File: src/rtl/dsp_mac_sequencer.sv
// dsp_mac_sequencer: issue-side controller for one dsp48a1 slice used as a
// multiply-accumulator. It streams operand pairs into A/B and sequences the
// clock enables and OPMODE to follow the slice pipeline. It captures the
// accumulator from PM and returns it over a valid/ready port.
// Slice setup assumed: A1REG=B1REG=MREG=PREG=OPMODEREG=1, A0REG=B0REG=0,
// B_INPUT="DIRECT", RSTTYPE="SYNC", CARRYIN tied 0.
// Optional feature: define DSP_MAC_ABORT_EN to add the ABORT port.
module dsp_mac_sequencer #(
  parameter int          LEN_W    = 8,
  parameter logic [7:0]  OPM_LOAD = 8'h01,
  parameter logic [7:0]  OPM_ACC  = 8'h09
) (
  input  logic             CLK,
  input  logic             RST,
  input  logic             START,
  input  logic [LEN_W-1:0] LEN,
  output logic             BUSY,
  input  logic             S_VALID,
  output logic             S_READY,
  input  logic [17:0]      S_A,
  input  logic [17:0]      S_B,
  output logic             RES_VALID,
  input  logic             RES_READY,
  output logic [47:0]      RES_DATA,
  output logic [17:0]      DSP_A,
  output logic [17:0]      DSP_B,
  output logic [7:0]       DSP_OPMODE,
  output logic             DSP_CEA,
  output logic             DSP_CEB,
  output logic             DSP_CEM,
  output logic             DSP_CEP,
  output logic             DSP_CEOPMODE,
  output logic             DSP_RST,
`ifdef DSP_MAC_ABORT_EN
  input  logic             ABORT,
`endif
  input  logic [47:0]      DSP_PM
);

  typedef enum logic [1:0] {
    IDLE  = 2'd0,
    RUN   = 2'd1,
    DRAIN = 2'd2,
    DONE  = 2'd3
  } state_t;

  state_t             state_reg, state_next;
  logic [LEN_W-1:0]   len_reg;
  logic [LEN_W-1:0]   cnt_reg;
  logic [LEN_W-1:0]   cnt_inc;
  logic [1:0]         drain_cnt_reg;
  logic [47:0]        res_data_reg;
  logic               abort_pulse_reg;
  logic               tag_valid_reg [0:1];
  logic               tag_first_reg;
  logic               accept;
  logic               last_sample;
  logic               abort_req;

`ifdef DSP_MAC_ABORT_EN
  assign abort_req = ABORT && (state_reg != IDLE);
`else
  assign abort_req = 1'b0;
`endif

  assign S_READY     = (state_reg == RUN);
  assign BUSY        = (state_reg != IDLE);
  assign RES_VALID   = (state_reg == DONE);
  assign RES_DATA    = res_data_reg;
  assign accept      = S_VALID && S_READY;
  assign cnt_inc     = cnt_reg + 1'b1;
  assign last_sample = (cnt_inc == len_reg);

  // Operands go straight to the slice; its A1/B1 registers do the capture.
  assign DSP_A        = S_A;
  assign DSP_B        = S_B;
  assign DSP_CEA      = accept;
  assign DSP_CEB      = accept;
  assign DSP_CEM      = tag_valid_reg[0];
  assign DSP_CEP      = tag_valid_reg[1];
  assign DSP_CEOPMODE = BUSY;
  // The first product of a job restarts P (Z=0); later ones accumulate.
  assign DSP_OPMODE   = (tag_valid_reg[0] && tag_first_reg) ? OPM_LOAD : OPM_ACC;
  assign DSP_RST      = RST || abort_pulse_reg;

  // State register.
  always_ff @(posedge CLK) begin
    if (RST) state_reg <= IDLE;
    else     state_reg <= state_next;
  end

  // Next-state logic; abort overrides every other transition.
  always_comb begin
    state_next = state_reg;
    case (state_reg)
      IDLE:  if (START) state_next = (LEN == '0) ? DONE : RUN;
      RUN:   if (accept && last_sample) state_next = DRAIN;
      DRAIN: if (drain_cnt_reg == 2'd2) state_next = DONE;
      DONE:  if (RES_READY) state_next = IDLE;
      default: state_next = IDLE;
    endcase
    if (abort_req) state_next = IDLE;
  end

  // Job length, sample count, drain timer and result capture.
  always_ff @(posedge CLK) begin
    if (RST) begin
      len_reg         <= '0;
      cnt_reg         <= '0;
      drain_cnt_reg   <= 2'd0;
      res_data_reg    <= 48'd0;
      abort_pulse_reg <= 1'b0;
    end else begin
      abort_pulse_reg <= abort_req;
      if (!abort_req) begin
        case (state_reg)
          IDLE: begin
            if (START) begin
              len_reg       <= LEN;
              cnt_reg       <= '0;
              drain_cnt_reg <= 2'd0;
              if (LEN == '0) res_data_reg <= 48'd0;
            end
          end
          RUN: begin
            drain_cnt_reg <= 2'd0;
            if (accept) cnt_reg <= cnt_inc;
          end
          DRAIN: begin
            drain_cnt_reg <= drain_cnt_reg + 2'd1;
            // P holds the final sum in the third drain cycle.
            if (drain_cnt_reg == 2'd2) res_data_reg <= DSP_PM;
          end
          default: ;
        endcase
      end
    end
  end

  // First-sample flag travels with stage 0 only; stage 1 needs just valid.
  always_ff @(posedge CLK) begin
    if (RST || abort_req) tag_first_reg <= 1'b0;
    else                  tag_first_reg <= accept && (cnt_reg == '0);
  end

  // Two-stage valid tag pipeline mirroring the slice's M and P registers.
  for (genvar gi = 0; gi < 2; gi++) begin : g_tag
    if (gi == 0) begin : g_head
      always_ff @(posedge CLK) begin
        if (RST || abort_req) tag_valid_reg[gi] <= 1'b0;
        else                  tag_valid_reg[gi] <= accept;
      end
    end else begin : g_tail
      always_ff @(posedge CLK) begin
        if (RST || abort_req) tag_valid_reg[gi] <= 1'b0;
        else                  tag_valid_reg[gi] <= tag_valid_reg[gi-1];
      end
    end
  end

endmodule

File: config.mk
export PLATFORM = sky130hd
export DESIGN_NAME = dsp_mac_sequencer
export DESIGN_NICKNAME = d
export VERILOG_FILES = /design/src/rtl/dsp_mac_sequencer.sv
export SDC_FILE = /design/constraint.sdc
export NUM_CORES = 1
export LEC_CHECK = 0
export CORE_MARGIN = 5
export CORE_UTILIZATION = 45
export CTS_CLUSTER_SIZE = 14
export DETAILED_ROUTE_END_ITERATION = 10
export DONT_BUFFER_PORTS = 1
export GPL_ROUTABILITY_DRIVEN = 1
export HOLD_SLACK_MARGIN = 0.12
export MAX_ROUTING_LAYER = met4
export PLACE_DENSITY_LB_ADDON = 0.05
export RECOVER_POWER = 100
export SLEW_MARGIN = 10
export SYNTH_ARGS = -nofsm -noshare
export SYNTH_HDL_FRONTEND = slang
export SYNTH_SLANG_ARGS = --single-unit
File: constraint.sdc
create_clock -name CLK -period 2.4 [get_ports CLK]
set_input_delay 0.24 -clock CLK [delete_from_list [all_inputs] [get_ports CLK]]
set_output_delay 0.24 -clock CLK [all_outputs]
set_load 0.02 [all_outputs]
==> results of run 1 <==
worst max path at each step:
| stage | endpoint | slack, ns | depth (start not counted) |
|---|---|---|---|
| 6_report | state_reg[1] | 0.09 | 7 |
| 5_1_grt | state_reg[1] | -0.01 | 7 |
| 4_1_cts | state_reg[0] | 0.03 | 8 |
| 3_5_place_dp | state_reg[0] | 0.05 | 8 |
| 3_3_place_gp | state_reg[1] | 0.10 | 8 |
| 2_1_floorplan | state_reg[0] | 0.04 | 9 |
worst max-delay path, cell delays in order (launching register included):
cell	delay [ns]
dfxtp_4	0.38
inv_1	0.05
ha_1	0.33
xor2_1	0.16
or4_4	0.52
o41ai_4	0.43
a21oi_2	0.09
a311oi_1	0.25
final cells by class:
type	instances	share of cell area, %
Clock buffer	11	3.43
Clock inverter	5	1.97
Inverter	8	0.728
Multi-Input combinational cell	285	37.5
Sequential cell	71	34.7
Tap cell	99	3.00
Timing Repair Buffer	78	18.7
per-stage QoR:
step / hold slack [ns] / total power, W / setup TNS [ns]
2_1_floorplan: 0.387 / 0.00246 / 0
3_3_place_gp: 0.314 / 0.00266 / 0
3_5_place_dp: 0.317 / 0.00266 / 0
4_1_cts: 0.163 / 0.00387 / 0
5_1_grt: 0.196 / 0.00410 / -0.0122
6_report: 0.182 / 0.00386 / 0
kinds of logic after synthesis:
logic type	after synthesis	synth area share, %
other	2	0.219
and+or+nand+nor	173	23.5
muxes	1	0.329
AOI/OAI and AO/OA	86	14.3
buffers and inverters	85	14.6
adders and majority gates	9	3.29
xor gates and xnor gates	9	2.30
DFF	71	41.5
power by group:
group / total [W] / internal (W) / switching, W / leakage (nW)
sequential: 0.00151 / 0.00131 / 0.000195 / 0.577
combinational: 0.00128 / 0.000455 / 0.000826 / 0.775
clock: 0.00107 / 0.000614 / 0.000456 / 0.110
synthesized netlist by cell type, drive strengths merged (7+ instances only):
| cell | instances | area, um2 |
|---|---|---|
| clkbuf | 30 | 113 |
| dfxtp | 71 | 1420 |
| ha | 9 | 113 |
| o21ai | 8 | 40.0 |
| buf | 47 | 357 |
| nor2 | 20 | 75.1 |
| inv | 8 | 30.0 |
| nand2 | 68 | 255 |
| nand3 | 61 | 305 |
| xnor2 | 7 | 61.3 |
| a21oi | 66 | 330 |
routing by layer:
layer  vias to the layer above  global-route usage, %  share of wire, %
li1                       1447                      -                 -
met5                         -                      -                 0
met4                         0                   8.73               3.2
met3                        31                   5.46               8.0
met1                      1342                   22.3                41
met2                       118                   30.5                48
what timing repair did:
action	4_1_cts	5_1_grt
setup endpoints to repair	0	2
gates resized for setup	0	9
setup buffers	0	2
endpoints found under the hold margin	71	0
hold buffers	65	0
==> results.yml, run 1 <==
worst_setup_path:
  critPathKind: "reg2reg"
  crit_start: "cnt_reg[0]"
  worst-r2r-setup-slack_ns: 0.09
  r2r-end: "state_reg[1]"
  required_ns: 2.63
  crit_arrival_ns: 2.53
  r2r_cells: 7
  rr_startpoint: "cnt_reg[0]"
  worstSetupStartpointType: "flop"
  crit_path_max_fanout: 6
  end_kind: "flop"
finish:
  fillers: 646
  largest_reg_flops: 48
  nets: 559
  ff_latch_area_mm2: 0.00143
  diodes: 0
  final_area_mm2: 0.00412
  drive_gt1_share_pct: 8.73
  utilization_pct: 56.3
  instances_no_fill: 557
  multiInputGateArea_mm2: 0.00155
  area_growth_pct: 20.4
  final_cell_mix: "nand2_1 (68), dfxtp_1 (67), a21oi_1 (64), dlygate4sd3_1 (64), nand3_1 (61)"
  final_common_cell: "nand2_1"
detailed_routing:
  vias: 2938
  wire_per_inst_um: 16.0
  routed_wirelength_um: 8900
  ant_nets: 0
  detail_route.iter0.violations: 154
  drc: 0
  first_pass_iters: 5
  drt-vias-per-instance: 5.27
min_path:
  hp-class: "in2reg"
  min-delay-start: "S_VALID"
  min_to: "tag_valid_reg[0]"
  min_path_cells: 2
yosys:
  avgSynthCellArea_um2: 7.85
  synth.cell_area_mm2: 0.00342
  yosysSeqAreaShare_pct: 41.5
  yosys_warnings: 0
  ys_types: 42
  ys_seq_elements: 71
  syn-instance-count: 436
  postSynth.asyncResetShare_pct: 0
  yosys_most_used_dff: "dfxtp_1"
  synth_edf_count: 0
global_routing:
  grt-ovfl-total: 0
  gr-usage-all-layers_pct: 19.1
  grt_max_degree: 71
  antenna_found_initial: 0
  grt_pass1_vias: 2792
  grt_pass1_wl_um: 14400
placed_design:
  placed_cell_area_mm2: 0.00321
  dp.cells: 474
  io_buffers: 0
  hpwl_um: 5410
  gp_congestion: 0.787
  dp_slack_ns: 0.0498
clock_tree:
  clock_latency_ns: 0.34
  htreeDepth: 3
  cts_made_buffers: 9
  clk_path_buf_depth: 2
  clock_tree.root_cell: "clkbuf_8"
  numClockSinks: 71
  path_clk_slew_ns: 0.07
  cts_tree: "done"
timing:
  slew_viol_final: 0
  slew_headroom_pct: 53.1
  worstMarginPinSlew_ns: 0.692
  post-route-period-util_pct: 96.1
  setup_ws_ns: 0.0935
  setup_viol: 0
  max_freq_mhz: 434
  post-route-min-period_ns: 2.31
  finClkSkew_ns: 0.00718
  hold_viol_final: 0
floorplanning:
  die_area_mm2: 0.00945
  core_region_area_mm2: 0.00733
  dieHeight_um: 97.2
  start_util_pct: 46.7
  io_pins: 198
  chipWidth_um: 97.2
  rows: 31
power_and_ir_drop:
  power.density_mw_per_mm2: 936
  ir_drop_mv: 0.476
  power.leakage_nw: 1.46
flow_run:
  maxCapViolations: 0
run_status:
  status: "complete, no violations"
Power figures use the tool's default switching activity.
==> run 2: changes to the inputs <==
Settings changed: CORE_ASPECT_RATIO from default to 0.5.
==> results.yml, run 2 (same netlist as run 1, synthesis figures left out) <==
run_status:
  status: "complete, no violations"
finish:
  instances_no_fill: 554
  drive_gt1_share_pct: 8.30
  utilization_pct: 57.0
  largest_reg_flops: 48
  final_area_mm2: 0.00421
  nets: 559
  area_growth_pct: 22.8
  final_cell_mix: "dfxtp_1 (68), nand2_1 (68), a21oi_1 (65), dlygate4sd3_1 (64), nand3_1 (61)"
  ff_latch_area_mm2: 0.00143
  fillers: 660
  diodes: 0
  multiInputGateArea_mm2: 0.00155
clock_tree:
  clock_latency_ns: 0.33
  numClockSinks: 71
  htreeDepth: 3
  clock_tree.root_cell: "clkbuf_16"
  cts_tree: "done"
  clk_path_buf_depth: 2
  cts_made_buffers: 9
  path_clk_slew_ns: 0.05
global_routing:
  grt_pass1_wl_um: 16100
  grt_max_degree: 71
  grt-ovfl-total: 0
  grt_pass1_vias: 3032
  met3_usage_pct: 8.63
  met1_usage_pct: 23.7
  antenna_found_initial: 0
  busiest_layer: "met2"
  met2_usage_pct: 37.0
  gr-usage-all-layers_pct: 21.7
timing:
  post-route-min-period_ns: 2.26
  max_freq_mhz: 443
  timing.setup.tns_ns: 0
  setup_viol: 0
  slew_headroom_pct: 50.7
  finClkSkew_ns: 0.00541
  worstMarginPinSlew_ns: 0.729
  post-route-period-util_pct: 94.0
  slew_viol_final: 0
  hold_viol_final: 0
power_and_ir_drop:
  cellInternalPower_w: 0.00268
  switching_power_w: 0.00154
  combinationalPowerShare_pct: 30.5
  power.leakage_nw: 1.49
  switching_share_pct: 36.5
  ir_drop_mv: 0.547
  clkPwrFrac_pct: 33.5
  pwr-share-seq_pct: 35.9
  power_w: 0.00421
  power.density_mw_per_mm2: 1000
flow_run:
  maxCapViolations: 0
placed_design:
  hpwl_um: 6870
  dp.cells: 471
  gp_congestion: 0.872
  placed_cell_area_mm2: 0.00319
  io_buffers: 0
worst_setup_path:
  crit_arrival_ns: 2.48
  r2r_cells: 8
  crit_start: "state_reg[1]"
  worst-r2r-setup-slack_ns: 0.14
  critPathKind: "reg2reg"
  r2r-end: "state_reg[1]"
  worstSetupStartpointType: "flop"
  end_kind: "flop"
  crit_path_max_fanout: 5
  rr_startpoint: "state_reg[1]"
  required_ns: 2.62
  endpoint: "state_reg[1]"
detailed_routing:
  vias: 2979
  drt-vias-per-instance: 5.38
  wire_per_inst_um: 18.3
  first_pass_iters: 5
  ant_nets: 0
  detail_route.iter0.violations: 128
  routed_wirelength_um: 10100
  drc: 0
floorplanning:
  chipWidth_um: 133
  die_area_mm2: 0.00956
  io_pins: 198
  dieHeight_um: 71.7
  core_region_area_mm2: 0.00738
  rows: 22
  start_util_pct: 46.4
min_path:
  hp-class: "in2reg"
[run 2: power groups by stage]
stage	Sequential [W]	Clock [W]	Combinational, W
floorplan	0.00150	0	0.000959
global placement	0.00153	0	0.00108
detailed placement	0.00154	0	0.00112
CTS	0.00151	0.00145	0.00125
global route	0.00153	0.00151	0.00143
finish	0.00151	0.00141	0.00129
[run 2: area by class of cell]
class                           instances  area share, %
Clock buffer                           11           5.53
Clock inverter                          5           1.93
Inverter                                8          0.714
Multi-Input combinational cell        285           36.9
Sequential cell                        71           34.0
Tap cell                               96           2.86
Timing Repair Buffer                   78           18.0
[run 2: worst min-delay path by stage]
stage	from	end	cells past startpoint
after floorplan	LEN[0]	len_reg[0]	2
after global placement	RST	RES_DATA[4]	1
after detailed placement	RST	RES_DATA[47]	1
after CTS	S_VALID	tag_valid_reg[0]	2
after global routing	S_VALID	tag_valid_reg[0]	2
final	S_VALID	tag_valid_reg[0]	2
[run 2: worst max-delay path, cell delays in order (launching register included)]
cell,delay [ns]
dfxtp_4,0.37
inv_2,0.06
ha_4,0.15
nor2b_1,0.14
a211o_1,0.28
or4_4,0.43
o41ai_4,0.41
a21oi_2,0.09
a311oi_1,0.23
[run 2: per-stage QoR]
| stage | hold slack [ns] | setup WS, ns |
|---|---|---|
| floorplan | 0.387 | 0.0432 |
| global route | 0.224 | -0.00480 |
| global placement | 0.316 | 0.119 |
| finish | 0.205 | 0.143 |
| detailed placement | 0.318 | -0.0221 |
| CTS | 0.177 | 0.0338 |
[run 2: per-layer routing]
metal  vias up  wire length, um
li1       1451                -
met1      1390             4010
met2       125             5160
met3        13              881
met4         0               91
met5         -                0
[run 2: timing repair]
item,in CTS,in global routing
resized for setup,1,13
endpoints found under the setup margin,1,34
pin swaps,0,5
hold buffers,65,0
hold endpoints to repair,71,0
setup buffers,0,2
